$ cat src/rtl/freq_meter_mc_if.sv
// Result stream of the multi-channel frequency meter: one {channel, sig_cnt,
// ref_cnt, flags} record per valid/ready handshake.
interface freq_meter_mc_if #(
  parameter int CHANNELS  = 4,
  parameter int CNT_WIDTH = 32
);
  localparam int CH_W = (CHANNELS > 1) ? $clog2(CHANNELS) : 1;

  logic                 res_valid_o;
  logic                 res_ready_i;
  logic [CH_W-1:0]      res_ch_o;
  logic [CNT_WIDTH-1:0] res_sig_o;
  logic [CNT_WIDTH-1:0] res_ref_o;
  logic [1:0]           res_flags_o;

  modport master (
    output res_valid_o, res_ch_o, res_sig_o, res_ref_o, res_flags_o,
    input  res_ready_i
  );

  modport slave (
    input  res_valid_o, res_ch_o, res_sig_o, res_ref_o, res_flags_o,
    output res_ready_i
  );
endinterface

$ cat src/rtl/freq_meter_mc.sv
// Multi-channel reciprocal frequency meter. Every channel opens its gate on a
// signal edge and closes it on the first edge at least G cycles later, so both
// counts span whole signal periods. Results are drained in channel order.
// Optional build macro MEASURE_TIMEOUT_EN adds a per-channel dead-input timeout.
//
// Top FSM
//   state | meaning
//   IDLE  | waiting for start_i
//   GATE  | channels measuring, waiting for all of them to finish
//   DRAIN | presenting results ch0..CHANNELS-1, one per handshake
//
// Channel FSM
//   state   | meaning
//   C_IDLE  | inactive
//   C_ARM   | waiting for the opening edge
//   C_OPEN  | counting, gate length not yet reached
//   C_CLOSE | counting, next edge closes the gate
//   C_DONE  | result frozen, waiting for drain
module freq_meter_mc #(
  parameter int CHANNELS       = 4,
  parameter int CNT_WIDTH      = 32,
  parameter int SYNC_STAGES    = 2,
  parameter int TIMEOUT_CYCLES = 2**24
) (
  input  logic                 clk_i,
  input  logic                 rst_i,
  input  logic [CHANNELS-1:0]  sig_i,
  input  logic [CNT_WIDTH-1:0] gate_time_i,
  input  logic                 start_i,
  input  logic                 cont_i,
  input  logic                 stop_i,
  output logic                 busy_o,
  freq_meter_mc_if.master      res
);

  localparam int CH_W = (CHANNELS > 1) ? $clog2(CHANNELS) : 1;
  localparam logic [CNT_WIDTH-1:0] CNT_MAX = '1;

  typedef enum logic [1:0] {IDLE, GATE, DRAIN} top_state_t;
  typedef enum logic [2:0] {C_IDLE, C_ARM, C_OPEN, C_CLOSE, C_DONE} ch_state_t;

  if (CHANNELS < 1 || CHANNELS > 16 || SYNC_STAGES < 2 || TIMEOUT_CYCLES < 1) begin : g_param_check
    $error("freq_meter_mc: illegal parameter value");
  end

  top_state_t           state_q, state_d;
  logic [CNT_WIDTH-1:0] gate_q;
  logic [CH_W-1:0]      rd_ch_q;
  logic                 arm;
  logic                 abort;
  logic                 accept;
  logic                 last_ch;

  logic [CHANNELS-1:0]  ch_done;
  logic [CNT_WIDTH-1:0] ch_sig   [CHANNELS];
  logic [CNT_WIDTH-1:0] ch_ref   [CHANNELS];
  logic [1:0]           ch_flags [CHANNELS];

  assign abort   = stop_i;
  assign accept  = (state_q == DRAIN) && res.res_ready_i;
  assign last_ch = (rd_ch_q == CH_W'(CHANNELS - 1));

  for (genvar c = 0; c < CHANNELS; c++) begin : g_ch
    logic [SYNC_STAGES-1:0] sync_q;
    logic                   sig_prev_q;
    logic                   sig_edge;
    ch_state_t              c_state_q, c_state_d;
    logic [CNT_WIDTH-1:0]   sig_cnt_q;
    logic [CNT_WIDTH-1:0]   ref_cnt_q;
    logic                   ovf_q;
    logic                   tmo_q;
    logic                   measuring;
    logic                   gate_met;
    logic                   closing;
    logic                   timed_out;

    // Synchroniser chain plus one delay flop for rising-edge detection.
    always_ff @(posedge clk_i or posedge rst_i) begin
      if (rst_i) begin
        sync_q     <= '0;
        sig_prev_q <= 1'b0;
      end else begin
        sync_q     <= {sync_q[SYNC_STAGES-2:0], sig_i[c]};
        sig_prev_q <= sync_q[SYNC_STAGES-1];
      end
    end

    assign sig_edge  = sync_q[SYNC_STAGES-1] & ~sig_prev_q;
    assign measuring = (c_state_q == C_ARM) || (c_state_q == C_OPEN) || (c_state_q == C_CLOSE);
    // ref_cnt_q holds t - t0 while the gate is open, so an edge seen with
    // ref_cnt_q >= G is the closing edge (including exactly G).
    assign gate_met  = (ref_cnt_q >= gate_q);
    assign closing   = sig_edge && gate_met && ((c_state_q == C_OPEN) || (c_state_q == C_CLOSE));

`ifdef MEASURE_TIMEOUT_EN
    localparam int TO_W = $clog2(TIMEOUT_CYCLES + 1);
    logic [TO_W-1:0] to_cnt_q;

    // Timeout counter, cleared on arming, runs while the channel waits on edges.
    always_ff @(posedge clk_i or posedge rst_i) begin
      if (rst_i) begin
        to_cnt_q <= '0;
      end else if (abort || arm) begin
        to_cnt_q <= '0;
      end else if (measuring && !timed_out) begin
        to_cnt_q <= to_cnt_q + TO_W'(1);
      end
    end

    assign timed_out = measuring && (to_cnt_q == TO_W'(TIMEOUT_CYCLES - 1));
`else
    assign timed_out = 1'b0;
`endif

    // Channel next-state: stop beats arm, a real closing edge beats timeout.
    always_comb begin
      c_state_d = c_state_q;
      if (abort) begin
        c_state_d = C_IDLE;
      end else if (arm) begin
        c_state_d = C_ARM;
      end else begin
        case (c_state_q)
          C_ARM: begin
            if (timed_out)     c_state_d = C_DONE;
            else if (sig_edge) c_state_d = C_OPEN;
          end
          C_OPEN: begin
            if (closing || timed_out) c_state_d = C_DONE;
            else if (gate_met)        c_state_d = C_CLOSE;
          end
          C_CLOSE: begin
            if (closing || timed_out) c_state_d = C_DONE;
          end
          default: c_state_d = c_state_q;
        endcase
      end
    end

    // Channel state register and saturating signal/reference counters.
    always_ff @(posedge clk_i or posedge rst_i) begin
      if (rst_i) begin
        c_state_q <= C_IDLE;
        sig_cnt_q <= '0;
        ref_cnt_q <= '0;
        ovf_q     <= 1'b0;
        tmo_q     <= 1'b0;
      end else begin
        c_state_q <= c_state_d;
        if (abort || arm) begin
          sig_cnt_q <= '0;
          ref_cnt_q <= '0;
          ovf_q     <= 1'b0;
          tmo_q     <= 1'b0;
        end else begin
          case (c_state_q)
            C_ARM: begin
              if (timed_out) begin
                tmo_q <= 1'b1;
              end else if (sig_edge) begin
                sig_cnt_q <= '0;
                ref_cnt_q <= CNT_WIDTH'(1);
              end
            end
            C_OPEN, C_CLOSE: begin
              if (timed_out && !closing) begin
                sig_cnt_q <= '0;
                ref_cnt_q <= '0;
                ovf_q     <= 1'b0;
                tmo_q     <= 1'b1;
              end else begin
                if (sig_edge) begin
                  if (sig_cnt_q == CNT_MAX) ovf_q <= 1'b1;
                  else                      sig_cnt_q <= sig_cnt_q + CNT_WIDTH'(1);
                end
                // The closing cycle freezes ref at t1 - t0.
                if (!closing) begin
                  if (ref_cnt_q == CNT_MAX) ovf_q <= 1'b1;
                  else                      ref_cnt_q <= ref_cnt_q + CNT_WIDTH'(1);
                end
              end
            end
            default: ;
          endcase
        end
      end
    end

    assign ch_done[c]  = (c_state_q == C_DONE);
    assign ch_sig[c]   = sig_cnt_q;
    assign ch_ref[c]   = ref_cnt_q;
    assign ch_flags[c] = {tmo_q, ovf_q};
  end

  // Top state register.
  always_ff @(posedge clk_i or posedge rst_i) begin
    if (rst_i) state_q <= IDLE;
    else       state_q <= state_d;
  end

  // Top next-state; arm re-arms every channel on start or continuous restart.
  always_comb begin
    state_d = state_q;
    arm     = 1'b0;
    if (stop_i) begin
      state_d = IDLE;
    end else begin
      case (state_q)
        IDLE: begin
          if (start_i) begin
            state_d = GATE;
            arm     = 1'b1;
          end
        end
        GATE: begin
          if (&ch_done) state_d = DRAIN;
        end
        DRAIN: begin
          if (accept && last_ch) begin
            if (cont_i) begin
              state_d = GATE;
              arm     = 1'b1;
            end else begin
              state_d = IDLE;
            end
          end
        end
        default: state_d = IDLE;
      endcase
    end
  end

  // Gate length is captured only on a start from IDLE; zero means one cycle.
  always_ff @(posedge clk_i or posedge rst_i) begin
    if (rst_i) begin
      gate_q <= '0;
    end else if ((state_q == IDLE) && start_i && !stop_i) begin
      gate_q <= (gate_time_i == '0) ? CNT_WIDTH'(1) : gate_time_i;
    end
  end

  // Drain pointer walks the channels, one step per accepted result.
  always_ff @(posedge clk_i or posedge rst_i) begin
    if (rst_i) begin
      rd_ch_q <= '0;
    end else if ((state_q != DRAIN) || stop_i) begin
      rd_ch_q <= '0;
    end else if (accept) begin
      rd_ch_q <= last_ch ? '0 : rd_ch_q + CH_W'(1);
    end
  end

  assign busy_o          = (state_q != IDLE);
  assign res.res_valid_o = (state_q == DRAIN);
  assign res.res_ch_o    = res.res_valid_o ? rd_ch_q           : '0;
  assign res.res_sig_o   = res.res_valid_o ? ch_sig[rd_ch_q]   : '0;
  assign res.res_ref_o   = res.res_valid_o ? ch_ref[rd_ch_q]   : '0;
  assign res.res_flags_o = res.res_valid_o ? ch_flags[rd_ch_q] : '0;

endmodule
$ cat src/flat_wrapper.sv
// flat-port wrapper written by rule: the top's interface ports become plain ports
module freq_meter_mc_flat 
#(
  parameter int CHANNELS       = 4,
  parameter int CNT_WIDTH      = 32,
  parameter int SYNC_STAGES    = 2,
  parameter int TIMEOUT_CYCLES = 2**24
)
  (clk_i, rst_i, sig_i, gate_time_i, start_i, cont_i, stop_i, busy_o, res_res_valid_o, res_res_ch_o, res_res_sig_o, res_res_ref_o, res_res_flags_o, res_res_ready_i);
  freq_meter_mc_if #(.CHANNELS(CHANNELS), .CNT_WIDTH(CNT_WIDTH)) res_i ();
  input  logic clk_i;
  input  logic rst_i;
  input  logic [CHANNELS-1:0] sig_i;
  input  logic [CNT_WIDTH-1:0] gate_time_i;
  input  logic start_i;
  input  logic cont_i;
  input  logic stop_i;
  output logic busy_o;
  output wire logic [$bits(res_i.res_valid_o)-1:0] res_res_valid_o;
  output wire logic [$bits(res_i.res_ch_o)-1:0] res_res_ch_o;
  output wire logic [$bits(res_i.res_sig_o)-1:0] res_res_sig_o;
  output wire logic [$bits(res_i.res_ref_o)-1:0] res_res_ref_o;
  output wire logic [$bits(res_i.res_flags_o)-1:0] res_res_flags_o;
  input wire logic [$bits(res_i.res_ready_i)-1:0] res_res_ready_i;
  assign res_res_valid_o = res_i.res_valid_o;
  assign res_res_ch_o = res_i.res_ch_o;
  assign res_res_sig_o = res_i.res_sig_o;
  assign res_res_ref_o = res_i.res_ref_o;
  assign res_res_flags_o = res_i.res_flags_o;
  assign res_i.res_ready_i = res_res_ready_i;
  freq_meter_mc #(.CHANNELS(CHANNELS), .CNT_WIDTH(CNT_WIDTH), .SYNC_STAGES(SYNC_STAGES), .TIMEOUT_CYCLES(TIMEOUT_CYCLES)) u_core (.clk_i(clk_i), .rst_i(rst_i), .sig_i(sig_i), .gate_time_i(gate_time_i), .start_i(start_i), .cont_i(cont_i), .stop_i(stop_i), .busy_o(busy_o), .res(res_i));
endmodule
$ cat config.mk
export PLATFORM = sky130hd
export DESIGN_NAME = freq_meter_mc_flat
export DESIGN_NICKNAME = d
export VERILOG_FILES = /design/src/rtl/freq_meter_mc_if.sv /design/src/rtl/freq_meter_mc.sv /design/src/flat_wrapper.sv
export SDC_FILE = /design/constraint.sdc
export NUM_CORES = 1
export LEC_CHECK = 0
export ABC_AREA = 1
export CAP_MARGIN = 20
export CORE_MARGIN = 2
export CORE_UTILIZATION = 35
export CTS_BUF_LIST = sky130_fd_sc_hd__clkbuf_4 sky130_fd_sc_hd__clkbuf_8 sky130_fd_sc_hd__clkbuf_16
export DETAILED_ROUTE_END_ITERATION = 6
export SLEW_MARGIN = 20
export SYNTH_ARGS = -nofsm -noshare
export SYNTH_HDL_FRONTEND = slang
export SYNTH_SLANG_ARGS = --single-unit
$ cat constraint.sdc
create_clock -name clk_i -period 13.24 [get_ports clk_i]
set_input_delay 2.648 -clock clk_i [delete_from_list [all_inputs] [get_ports clk_i]]
set_output_delay 2.648 -clock clk_i [all_outputs]
set_load 0.05 [all_outputs]
## Word-level counts from Yosys, hierarchy flattened

Cells that the tools add are included.

| storage, ports and cells | value |
|---|---|
| flip-flop bits (word level) | 320 |
| latch bits | 0 |
| memory bits (writable) | 0 |
| bits in read-only memories | 0 |
| output and inout bits | 70 |
| logic and storage cells | 286 |
| memories | 0 |

| cells by class | value |
|---|---|
| add/sub/neg operators | 9 |
| $mul | 0 |
| div/mod/pow operators | 0 |
| order comparisons | 5 |
| equal/unequal tests | 63 |
| shift-type cells | 0 |
| mux-type cells | 120 |
| bitwise operators | 9 |
| reduce and logical (&&, ||, !) cells | 53 |

Operators with widths:

| operator | number |
|---|---|
| $mux 32 | 39 |
| $pmux 32 s2 | 8 |
| $add 32x1->32 const B | 8 |
| $eq 32x32->1 const B | 8 |
| $bmux 32 s2 | 2 |
| $ge 32x32->1 | 4 |
| $mux 3 | 24 |
| $reduce_and 4->1 | 13 |
| $pmux 3 s3 | 4 |
| $logic_not 32->1 | 1 |
| $ne 4x2->1 const B | 8 |
| $ne 3x3->1 const B | 10 |
| $mux 1 | 29 |
| $eq 3x2->1 const B | 8 |
| $ne 3x2->1 const B | 8 |
| $mux 2 | 11 |
| $ne 5x2->1 const B | 4 |
| $reduce_bool 5->1 | 4 |
| $ne 3x1->1 const B | 5 |
| $eq 3x1->1 const B | 4 |
| $eq 3x3->1 const B | 4 |
| $logic_and 1x1->1 | 12 |
| $reduce_bool 2->1 | 6 |
| $reduce_bool 3->1 | 4 |
| 16 further kinds | 31 |

## Longest topological paths before layout

Gate-level depths: netlist of the first run.

| depth | value |
|---|---|
| depth in word-level cells | 9 |
| depth in mapped cells | 19 |
| gate-level depth less buffers | 18 |

## Worst setup path after synthesis of the first run

OpenSTA, ideal clock, no wires.

| timing path | value |
|---|---|
| path type | reg-to-output |
| from | register u_core.rd_ch_q[0] |
| to | output port res_res_ref_o[21] |
| data arrival time | 2.249 ns |
| required time | 10.592 ns |
| slack | 8.343 ns |
| stages on the path, launching flop included | 8 |
| path buffers | 4 |
| path through | dfrtp_1 clkbuf_1 inv_1 clkbuf_1 clkbuf_1 clkbuf_1 o21ai_0 a21oi_1 |

| between the ends | value |
|---|---|
| longest elaborated chain between the ends | 5 |

Ends and longest elaborated chain:

| what | RTL line | source |
|---|---|---|
| start, declared | freq_meter_mc.sv:48 | `logic [CH_W-1:0] rd_ch_q;` |
| start signal, assigned | freq_meter_mc.sv:249 | `rd_ch_q <= last_ch ? '0 : rd_ch_q + CH_W'(1);` |
| $not 2->3 (not written as such) | freq_meter_mc.sv:257 | `assign res.res_ref_o = res.res_valid_o ? ch_ref[rd_ch_q] : '0;` |
| $bmux 32 s2 | freq_meter_mc.sv:257 |  |
| $mux 32 (not written as such) (2 in a row) | freq_meter_mc.sv:257 |  |
| $mux 32 | freq_meter_mc.sv:257 |  |
| end, declared | flat_wrapper.sv:22 | `output wire logic [$bits(res_i.res_ref_o)-1:0] res_res_ref_o;` |

Every way passes these cells. The select of a mux whose other input is x is not followed.

## Final worst setup path of the first run

| timing path | value |
|---|---|
| from | register u_core.rd_ch_q[1] |
| to | output port res_res_sig_o[4] |

| between the ends | value |
|---|---|
| longest elaborated chain between the ends | 5 |

Ends and longest elaborated chain:

| what | RTL line | source |
|---|---|---|
| $not 2->3 (not written as such) | freq_meter_mc.sv:256 | `assign res.res_sig_o = res.res_valid_o ? ch_sig[rd_ch_q] : '0;` |
| $bmux 32 s2 | freq_meter_mc.sv:256 |  |
| $mux 32 (not written as such) (2 in a row) | freq_meter_mc.sv:256 |  |
| $mux 32 | freq_meter_mc.sv:256 |  |
| end, declared | flat_wrapper.sv:21 | `output wire logic [$bits(res_i.res_sig_o)-1:0] res_res_sig_o;` |

Every way passes these cells. The select of a mux whose other input is x is not followed.

==> flow_summary_export.csv, run 1 <==
group,metric,value,unit
placed_design,place_hpwl,70000,microns
critical_path,reg2reg_from,"u_core.rd_ch_q[0]",
cells_and_area,finish.instance_area,0.0286,sq mm
sta,unrepaired_setup_endpoints_after_global_routing,"false",
floorplan,fp.coreArea,0.0716,sq mm
worst_hold_path,holdCritStartpoint,"u_core.g_ch[3].sync_q[0]",
run_status,run_status,"completed",
synthesis,synth_seq_area_share,31.6,%
cells_and_area,finalNetCount,3949,
pwr,sw_frac_of_total,37.6,%
sta,setup_viol,0,
pwr,total_switching_power,1.21,mW
sta,finalClockSkew,0.0395,ns
clocking,clock_insertion_delay_worst_skew,0.60,ns
routing,firstDrtPassIters,6,
clocking,cts.sinks,320,
worst_hold_path,hold_depth,0,
run,cap_violations,0,
synthesis,syn-num-nets,3937,
placed_design,gp_congestion,0.972,
critical_path,crit_path_end_kind,"primary output",
sta,tightest_slew,1.05,ns
routing,route.final.wire_length,94600,microns
critical_path,reg2regPathDepth,14,
synthesis,synth.lib_cells_used.distinct,56,
worst_hold_path,hold_path_class,"flop to flop",
sta,maxSlewViolCount,0,
routing,drt_first_iter_violations,2865,
clocking,cts.reportedPaths.clkPinSlew,0.06,ns
floorplan,floorplan.die.height,273,microns
clocking,cts-htree-levels,2,
clocking,post_cts_resize_count,0,
critical_path,reg2reg_slack,8.70,ns
floorplan,core.rowCount,98,
clocking,cts_setup_buffers,0,
clocking,clock-root-buffer,"clkbuf_16",
sta,setup_total_negative_slack,0,ns
routing,via_count,25819,
critical_path,timing.rr.end,"u_core.g_ch[3].ref_cnt_q[19]",
cells_and_area,synthToLayoutAreaGrowth,12.8,%
floorplan,pin_count,112,
pwr,ratio_of_total_power_to_cell_area,113,mW/mm^2
clocking,cts_tree,"yes",
pwr,proportion_of_power_drawn_by_combinational_gates,27.0,%
floorplan,start_util,35.4,%
sta,report.final.hold_viol_count,0,
floorplan,floorplan.die_area,0.0745,sq mm
pwr,ir_drop,0.0000727,V
global_routing,antenna_violations_before_repair,0,
synthesis,dominantRegCellSynth,"dfrtp_1",
global_routing,vias_in_the_first_global_route,24048,
sta,slew-limit-headroom,29.5,%
sta,min_period_over_period,51.2,%
sta,max_clock_freq,0.148,GHz
critical_path,cp.arrival,4.13,ns
critical_path,worst_path_class_setup,"flop to primary output",
global_routing,globalRouteOverflowTotal,0,
synthesis,synthesis.area_per_instance,6.74,sq um
global_routing,global_route.usage.total,25.0,%
sta,worst_hold_slack,0.348,ns
pwr,pwr-share-clk,39.5,%
global_routing,first_pass_grt_wire_length,145000,microns
placed_design,port_buffer_cells,110,
pwr,intPower,2.01,mW
synthesis,synth_warnings,0,
critical_path,cp.depth,7,
clocking,clock_tree.buffer_depth,3,
worst_hold_path,whs_endpoint,"u_core.g_ch[3].sync_q[1]",
critical_path,timing.critical_path.slowest_cell_delay,0.87,ns
critical_path,crit_chain,"buf_4, inv_2, buf_4, a21oi_1, o21ai_0, a21oi_1, clkdlybuf4s50_1",
cells_and_area,instances_no_fill,4750,
routing,post-route-drc-count,0,
global_routing,grt_start_max_net_pins,115,
floorplan,die_x,273,microns
critical_path,crit_fanout,61,
pwr,seqPwrFrac,33.5,%
routing,avgViaCountPerCell,5.44,
critical_path,crit_buf_inv,4,
critical_path,crit_path_top_delay_cell,"dfrtp_2",
synthesis,synth_edf_count,0,
cells_and_area,share_of_layout_cells_above_drive_strength_1,4.55,%
cells_and_area,layout.cells.most_common_list,"926 x nand2_1, 387 x nor2_1, 343 x inv_1, 318 x dfrtp_1, 275 x a21oi_1",
pwr,static-leakage-power,11.2,nW
clocking,cts_buffers,42,
synthesis,cell_count_after_synthesis,3758,
sta,minimum_period_implied_by_the_final_worst_setup_slack,6.78,ns
cells_and_area,final_common_cell,"nand2_1",
synthesis,ys_ff_latch,320,
synthesis,ys_async_sr_fraction,100,%
critical_path,worst-endpoint-required,10.59,ns
routing,final_antenna_net_count,0,
clocking,cts_hold_repair.buffers,0,
critical_path,setup.worst_path.start_class,"flop",
placed_design,placed_cells_incl_taps,4676,
routing,wire_per_inst,19.9,microns
placed_design,postPlaceCellArea,0.0270,sq mm
critical_path,timing.critical_path.max_delay_family,"buffers and inverters",
synthesis,mappedNetlistArea,0.0253,sq mm
cells_and_area,antenna-diode-count,0,
[cell usage after synthesis (10+ instances only)]
cell type | count | area (sq um)
o21ai_0 | 263 | 1320
xor2_1 | 131 | 1150
a21oi_1 | 275 | 1380
nand3_1 | 219 | 1100
dfrtp_1 | 320 | 8010
clkbuf_1 | 93 | 349
buf_2 | 47 | 235
inv_1 | 346 | 1300
nor3_1 | 202 | 1010
o211ai_1 | 10 | 75.1
o21ai_1 | 66 | 330
inv_2 | 12 | 45.0
xnor2_1 | 30 | 263
nand2_1 | 926 | 3480
nor2_1 | 388 | 1460
ha_1 | 137 | 1710
buf_4 | 10 | 75.1
nor4_1 | 58 | 363
nand4_1 | 93 | 582
[registers in the layout (all words and copies together) (netlist names), 4 cells and up]
register                flops
u_core.g_ch.c_state_q      12
u_core.gate_q              32
u_core.g_ch.sync_q          8
u_core.g_ch.ovf_q           4
u_core.g_ch.ref_cnt_q     128
u_core.g_ch.sig_cnt_q     128
u_core.g_ch.sig_prev_q      4
[logic make-up after synthesis]
logic type | share of synthesized area (%)
AND/OR/NAND/NOR | 33.8
other | 0.0148
multiplexers | 0.178
adder cells (fa/ha/maj) | 6.77
AO/OA/AOI/OAI | 13.8
flip-flops | 31.6
XOR/XNOR | 5.57
buffers and inverters | 8.24
[power groups by stage]
stage | clock network (mW) | registers, mW | logic [mW]
CTS | 1.30 | 1.08 | 0.861
global route | 1.34 | 1.09 | 0.965
floorplan | 0 | 1.08 | 0.606
finish | 1.28 | 1.08 | 0.871
detailed placement | 0 | 1.10 | 0.856
global placement | 0 | 1.09 | 0.850
[how the worst max path moves through the flow]
stage	from	endpoint
after floorplan	rst_i	u_core.g_ch[0].c_state_q[0]
after detailed placement	start_i	u_core.g_ch[3].ref_cnt_q[31]
final	u_core.rd_ch_q[1]	res_res_sig_o[4]
after CTS	u_core.rd_ch_q[1]	res_res_sig_o[10]
after global routing	u_core.rd_ch_q[1]	res_res_sig_o[11]
after global placement	start_i	u_core.g_ch[3].ref_cnt_q[11]
[final cells by class]
type / instances / area (sq um)
flip-flops and latches: 320 / 8010
multi-input cells: 2918 / 15200
clock inverters: 17 / 279
repair buffers: 130 / 1250
inverters: 358 / 1350
well taps: 950 / 1190
fillers: 7667 / 43000
clock buffers: 57 / 1240
[metrics by stage]
stage | util [%] | setup slack (ns) | power (mW)
3_3_place_gp | 37.8 | 6.70 | 1.95
6_report | 39.9 | 6.46 | 3.23
3_5_place_dp | 37.8 | 6.59 | 1.95
5_1_grt | 39.9 | 6.35 | 3.39
4_1_cts | 39.9 | 6.52 | 3.24
2_1_floorplan | - | 1.74 | 1.69
[per-layer routing]
layer | part of all wire, % | up-vias | track usage [%]
met4 | 2.6 | 0 | 6.96
met2 | 44 | 973 | 39.1
li1 | - | 12546 | -
met5 | 0 | - | 0
met3 | 7.5 | 140 | 3.77
met1 | 45 | 12160 | 35.8
(Power assumes the default switching activity.)
==> inputs of run 2 (changes only) <==
Clock period 13.24 ns to 6 ns, I/O delays scaled along.
==> run 2 against run 1 <==
Effect of this change: largest cell class unchanged; critical endpoint is now res_res_sig_o[3]; sequential power is 120% higher; non-clock buffer count grew 3; flip-flop and latch count is the same; count of clock-buffer cells in the layout up 1; critical path type unchanged; final cell count up 0.13%; cell area up 0.37%.
==> flow_summary_export.csv, run 2 (same netlist as run 1, synthesis figures left out) <==
group,metric,value,unit
critical_path,cp.arrival,4.04,ns
critical_path,critPathMostFrequentCell,"a21oi_1",
critical_path,worst_path_class_setup,"flop to primary output",
sta,minimum_period_implied_by_the_final_worst_setup_slack,5.24,ns
cells_and_area,final_common_cell,"nand2_1",
worst_hold_path,holdCritStartpoint,"u_core.g_ch[1].sync_q[0]",
sta,worst_hold_slack,0.344,ns
cells_and_area,share_of_layout_cells_above_drive_strength_1,4.70,%
sta,max_clock_freq,0.191,GHz
routing,firstDrtPassIters,6,
placed_design,detailedPlace.worstSlack,0.974,ns
critical_path,crit_chain,"inv_2, buf_4, a21oi_1, o21ai_0, a21oi_1, clkdlybuf4s50_1",
critical_path,timing.critical_path.slowest_cell_delay,0.87,ns
critical_path,timing.rr.end,"u_core.g_ch[3].ref_cnt_q[30]",
cells_and_area,finalNetCount,3953,
critical_path,setup.worst_path.start_class,"flop",
routing,final_antenna_net_count,0,
sta,slew-limit-headroom,26.3,%
floorplan,floorplan.die_area,0.0745,sq mm
floorplan,start_util,35.4,%
placed_design,port_buffer_cells,110,
sta,tightest_slew,1.09,ns
global_routing,vias_in_the_first_global_route,24081,
run_status,run_status,"completed",
clocking,cts-htree-levels,2,
critical_path,crit_fanout,42,
routing,wire_per_inst,20.0,microns
global_routing,antenna_violations_before_repair,0,
pwr,ratio_of_total_power_to_cell_area,252,mW/mm^2
clocking,clock_insertion_delay_worst_skew,0.59,ns
placed_design,placed_cells_incl_taps,4679,
sta,setup_total_negative_slack,0,ns
floorplan,floorplan.die.height,273,microns
cells_and_area,synthToLayoutAreaGrowth,13.3,%
clocking,cts_tree,"yes",
cells_and_area,layout.cells.most_common_list,"926 x nand2_1, 387 x nor2_1, 343 x inv_1, 318 x dfrtp_1, 275 x a21oi_1",
floorplan,fp.coreArea,0.0716,sq mm
clocking,cts.sinks,320,
critical_path,crit_path_end_kind,"primary output",
floorplan,pin_count,112,
floorplan,core.rowCount,98,
sta,unrepaired_setup_endpoints_after_global_routing,"false",
pwr,static-leakage-power,11.2,nW
critical_path,reg2reg_from,"u_core.rd_ch_q[0]",
placed_design,gp_congestion,0.980,
routing,via_count,25812,
sta,setup_viol,0,
clocking,cts_setup_buffers,0,
critical_path,reg2reg_slack,1.67,ns
critical_path,crit_path_top_delay_cell,"dfrtp_2",
pwr,p_total,7.22,mW
critical_path,reg2regPathDepth,15,
worst_hold_path,hold_path_class,"flop to flop",
sta,maxSlewViolCount,0,
global_routing,globalRouteOverflowTotal,0,
sta,finalClockSkew,0.0292,ns
critical_path,worst-endpoint-required,4.80,ns
sta,report.final.hold_viol_count,0,
cells_and_area,antenna-diode-count,0,
cells_and_area,biggestRegsByFlops,"u_core.g_ch.ref_cnt_q: 128 flops, u_core.g_ch.sig_cnt_q: 128 flops, u_core.gate_q: 32 flops",
worst_hold_path,hold_depth,0,
floorplan,die_x,273,microns
sta,min_period_over_period,87.4,%
placed_design,place_hpwl,71300,microns
routing,avgViaCountPerCell,5.43,
routing,drt_first_iter_violations,2581,
global_routing,global_route.usage.total,25.2,%
cells_and_area,final.fill_count,7681,
clocking,post_cts_resize_count,0,
global_routing,first_pass_grt_wire_length,145000,microns
clocking,cts_buffers,43,
clocking,clock_tree.buffer_depth,3,
clocking,cts_hold_repair.buffers,0,
sta,setup_slack,0.758,ns
routing,post-route-drc-count,0,
clocking,cts.reportedPaths.clkPinSlew,0.06,ns
pwr,ir_drop,0.000193,V
cells_and_area,instances_no_fill,4756,
worst_hold_path,whs_endpoint,"u_core.g_ch[1].sync_q[1]",
clocking,clock-root-buffer,"clkbuf_16",
global_routing,grt_start_max_net_pins,140,
routing,route.final.wire_length,95300,microns
run,cap_violations,0,
## run 2: cell count changes in the layout (fill, tap and decap cells not counted)
cell        before  now
buf_12           0    3
buf_4           19   20
buf_6            1    0
clkbuf_16       43   44
clkinv_2         4    3
clkinv_4         2    0
clkinv_8         0    1
clkinvlp_4       3    7
## run 2: layout make-up
type | count | area [sq um] | area share, %
clock buffer | 58 | 1270 | 4.42
clock inverter | 19 | 307 | 1.07
tap | 950 | 1190 | 4.14
multi-input combinational | 2918 | 15200 | 53.1
inverter | 358 | 1350 | 4.71
sequential | 320 | 8010 | 27.9
timing repair buffer | 133 | 1310 | 4.57
## run 2: worst max path at each step
stage,end,depth (start not counted),slack [ns],from
5_1_grt,res_res_sig_o[3],6,0.63,u_core.rd_ch_q[1]
6_report,res_res_sig_o[3],6,0.76,u_core.rd_ch_q[1]
2_1_floorplan,u_core.g_ch[0].c_state_q[0],1,0.53,rst_i
4_1_cts,res_res_sig_o[7],6,0.78,u_core.rd_ch_q[1]
3_5_place_dp,u_core.g_ch[2].ref_cnt_q[12],10,0.97,start_i
3_3_place_gp,u_core.g_ch[2].ref_cnt_q[19],10,1.12,start_i
## run 2: power breakdown
| group | switching (mW) | internal, mW | leakage, nW | total [mW] |
|---|---|---|---|---|
| sequential | 0.106 | 2.28 | 4.37 | 2.39 |
| clock | 1.10 | 1.79 | 0.762 | 2.89 |
| combinational | 1.51 | 0.426 | 6.11 | 1.94 |
## run 2: worst max-delay path: cells and delay by family, from the launching register on
family	cells	cell delay, ns
buf+inv	3	1.79
flops	1	0.87
compound gates	3	0.76
## run 2: per-layer routing
metal  up-vias  GRT usage, %  part of all wire, %
met4         0          7.97                  3.0
li1      12551             -                    -
met3       163          5.17                  8.1
met1     12152          35.5                   45
met5         -             0                    0
met2       946          38.5                   44
## run 2: stage by stage
| step | util (%) | instance area, sq um |
|---|---|---|
| detailed placement | 37.8 | 27100 |
| global placement | 37.8 | 27100 |
| floorplan | - | 25300 |
| finish | 40.1 | 28700 |
| global route | 40.1 | 28700 |
| CTS | 40.0 | 28700 |
==> inputs of run 3 (changes only) <==
Settings changed: CORE_MARGIN 2 to 3, CTS_CLUSTER_DIAMETER set to 80.
==> run 3 against run 2 <==
Effect of this change: core utilization increased by 0.52 points; flip-flop and latch count is the same; critical endpoint is now res_res_ref_o[20]; fmax up 4.7%; clock skew decreased by 0.0051 ns.
==> flow_summary_export.csv, run 3 (same netlist as run 1, synthesis figures left out) <==
group,metric,value,unit
run_status,run_status,"completed",
clocking,cts-htree-levels,2,
routing,final_antenna_net_count,0,
floorplan,fp.coreArea,0.0709,sq mm
run,cap_violations,0,
sta,setup_total_negative_slack,0,ns
global_routing,global_route.usage.total,24.7,%
pwr,ir_drop,0.000223,V
pwr,ratio_of_total_power_to_cell_area,255,mW/mm^2
routing,avgViaCountPerCell,5.49,
cells_and_area,share_of_layout_cells_above_drive_strength_1,4.90,%
cells_and_area,antenna-diode-count,0,
critical_path,cp.arrival,3.81,ns
worst_hold_path,hold_path_class,"flop to flop",
placed_design,detailedPlace.worstSlack,1.26,ns
placed_design,gp_congestion,1.00,
global_routing,first_pass_grt_wire_length,145000,microns
sta,finalClockSkew,0.0242,ns
floorplan,floorplan.die_area,0.0756,sq mm
floorplan,floorplan.die.height,275,microns
placed_design,port_buffer_cells,110,
sta,unrepaired_setup_endpoints_after_global_routing,"false",
global_routing,globalRouteOverflowTotal,0,
clocking,cts.sinks,320,
global_routing,antenna_violations_before_repair,1,
critical_path,crit_buf_inv,3,
sta,setup_slack,0.995,ns
cells_and_area,layout.cells.most_common_list,"926 x nand2_1, 387 x nor2_1, 343 x inv_1, 318 x dfrtp_1, 275 x a21oi_1",
cells_and_area,biggestRegsByFlops,"u_core.g_ch.ref_cnt_q: 128 flops, u_core.g_ch.sig_cnt_q: 128 flops, u_core.gate_q: 32 flops",
cells_and_area,finalNetCount,3956,
critical_path,crit_path_top_delay_cell,"clkdlybuf4s50_1",
clocking,clock_insertion_delay_worst_skew,0.60,ns
clocking,cts_buffers,45,
critical_path,timing.critical_path.slowest_cell_delay,0.87,ns
critical_path,worst_path_class_setup,"flop to primary output",
sta,worst_hold_slack,0.348,ns
clocking,cts.reportedPaths.clkPinSlew,0.06,ns
critical_path,reg2reg_slack,1.69,ns
routing,drt_first_iter_violations,2525,
sta,min_period_over_period,83.4,%
floorplan,start_util,35.7,%
routing,firstDrtPassIters,6,
placed_design,placed_cells_incl_taps,4670,
cells_and_area,finish.instance_area,0.0288,sq mm
critical_path,crit_fanout,34,
clocking,cts_tree,"yes",
clocking,clock_tree.buffer_depth,3,
global_routing,vias_in_the_first_global_route,24067,
critical_path,worst-endpoint-required,4.80,ns
placed_design,postPlaceCellArea,0.0271,sq mm
routing,via_count,26117,
pwr,static-leakage-power,11.3,nW
cells_and_area,instances_no_fill,4754,
pwr,p_total,7.32,mW
sta,report.final.hold_viol_count,0,
clocking,cts_setup_buffers,0,
clocking,cts_hold_repair.buffers,0,
routing,post-route-drc-count,0,
cells_and_area,final_common_cell,"nand2_1",
floorplan,die_x,275,microns
floorplan,core.rowCount,97,
sta,tightest_slew,1.06,ns
floorplan,pin_count,112,
cells_and_area,postLayoutCoreUtil,40.6,%
routing,route.final.wire_length,95200,microns
sta,setup_viol,0,
critical_path,critPathMostFrequentCell,"a21oi_1",
sta,maxSlewViolCount,0,
sta,slew-limit-headroom,29.5,%
critical_path,crit_path_end_kind,"primary output",
placed_design,place_hpwl,71200,microns
sta,max_clock_freq,0.200,GHz
clocking,clock-root-buffer,"clkbuf_16",
critical_path,timing.critical_path.max_delay_family,"buffers and inverters",
critical_path,crit_chain,"inv_2, buf_4, a21oi_1, o21ai_0, a21oi_1, clkdlybuf4s50_1",
clocking,post_cts_resize_count,0,
global_routing,grt_start_max_net_pins,118,
cells_and_area,synthToLayoutAreaGrowth,13.6,%
routing,wire_per_inst,20.0,microns
critical_path,setup.worst_path.start_class,"flop",
sta,minimum_period_implied_by_the_final_worst_setup_slack,5.01,ns
run 3: cell types whose count changed in the layout (fill, tap and decap cells not counted), sizes merged:
cell      previous run  this run
clkinvlp             7         5
inv                359       361
bufinv               7         8
clkbuf              58        59
buf                 23        24
clkinv               4         9
run 3: routing by layer:
layer	up-vias	wire length, microns	track usage (%)
met5	-	13	0
met4	2	2740	7.12
met3	160	7470	4.07
met2	962	42100	38.5
met1	12427	42800	35.3
li1	12566	-	-
run 3: cell type report:
type	instances	area (sq um)
Sequential cell	320	8010
Inverter	358	1350
Clock inverter	25	377
Fill cell	7625	42100
Timing Repair Buffer	134	1320
Clock buffer	59	1280
Multi-Input combinational cell	2918	15200
Tap cell	940	1180
run 3: where the power goes:
| group | switching [mW] | internal, mW | leakage [nW] | total (mW) |
|---|---|---|---|---|
| clock network | 1.15 | 1.86 | 0.813 | 3.01 |
| logic | 1.51 | 0.424 | 6.12 | 1.93 |
| registers | 0.103 | 2.28 | 4.37 | 2.38 |
| total | 2.75 | 4.57 | 11.3 | 7.32 |
run 3: worst paths after layout:
path,startpoint,depth (start not counted),endpoint
min in group asynchronous,rst_i,2,u_core.g_ch[2].ref_cnt_q[5]
max reg2reg,u_core.rd_ch_q[1],15,u_core.g_ch[3].ref_cnt_q[21]
min,u_core.g_ch[1].sync_q[0],0,u_core.g_ch[1].sync_q[1]
max,u_core.rd_ch_q[1],6,res_res_ref_o[20]
max in group asynchronous,rst_i,3,u_core.rd_ch_q[0]
min reg2reg,u_core.g_ch[1].sync_q[0],0,u_core.g_ch[1].sync_q[1]
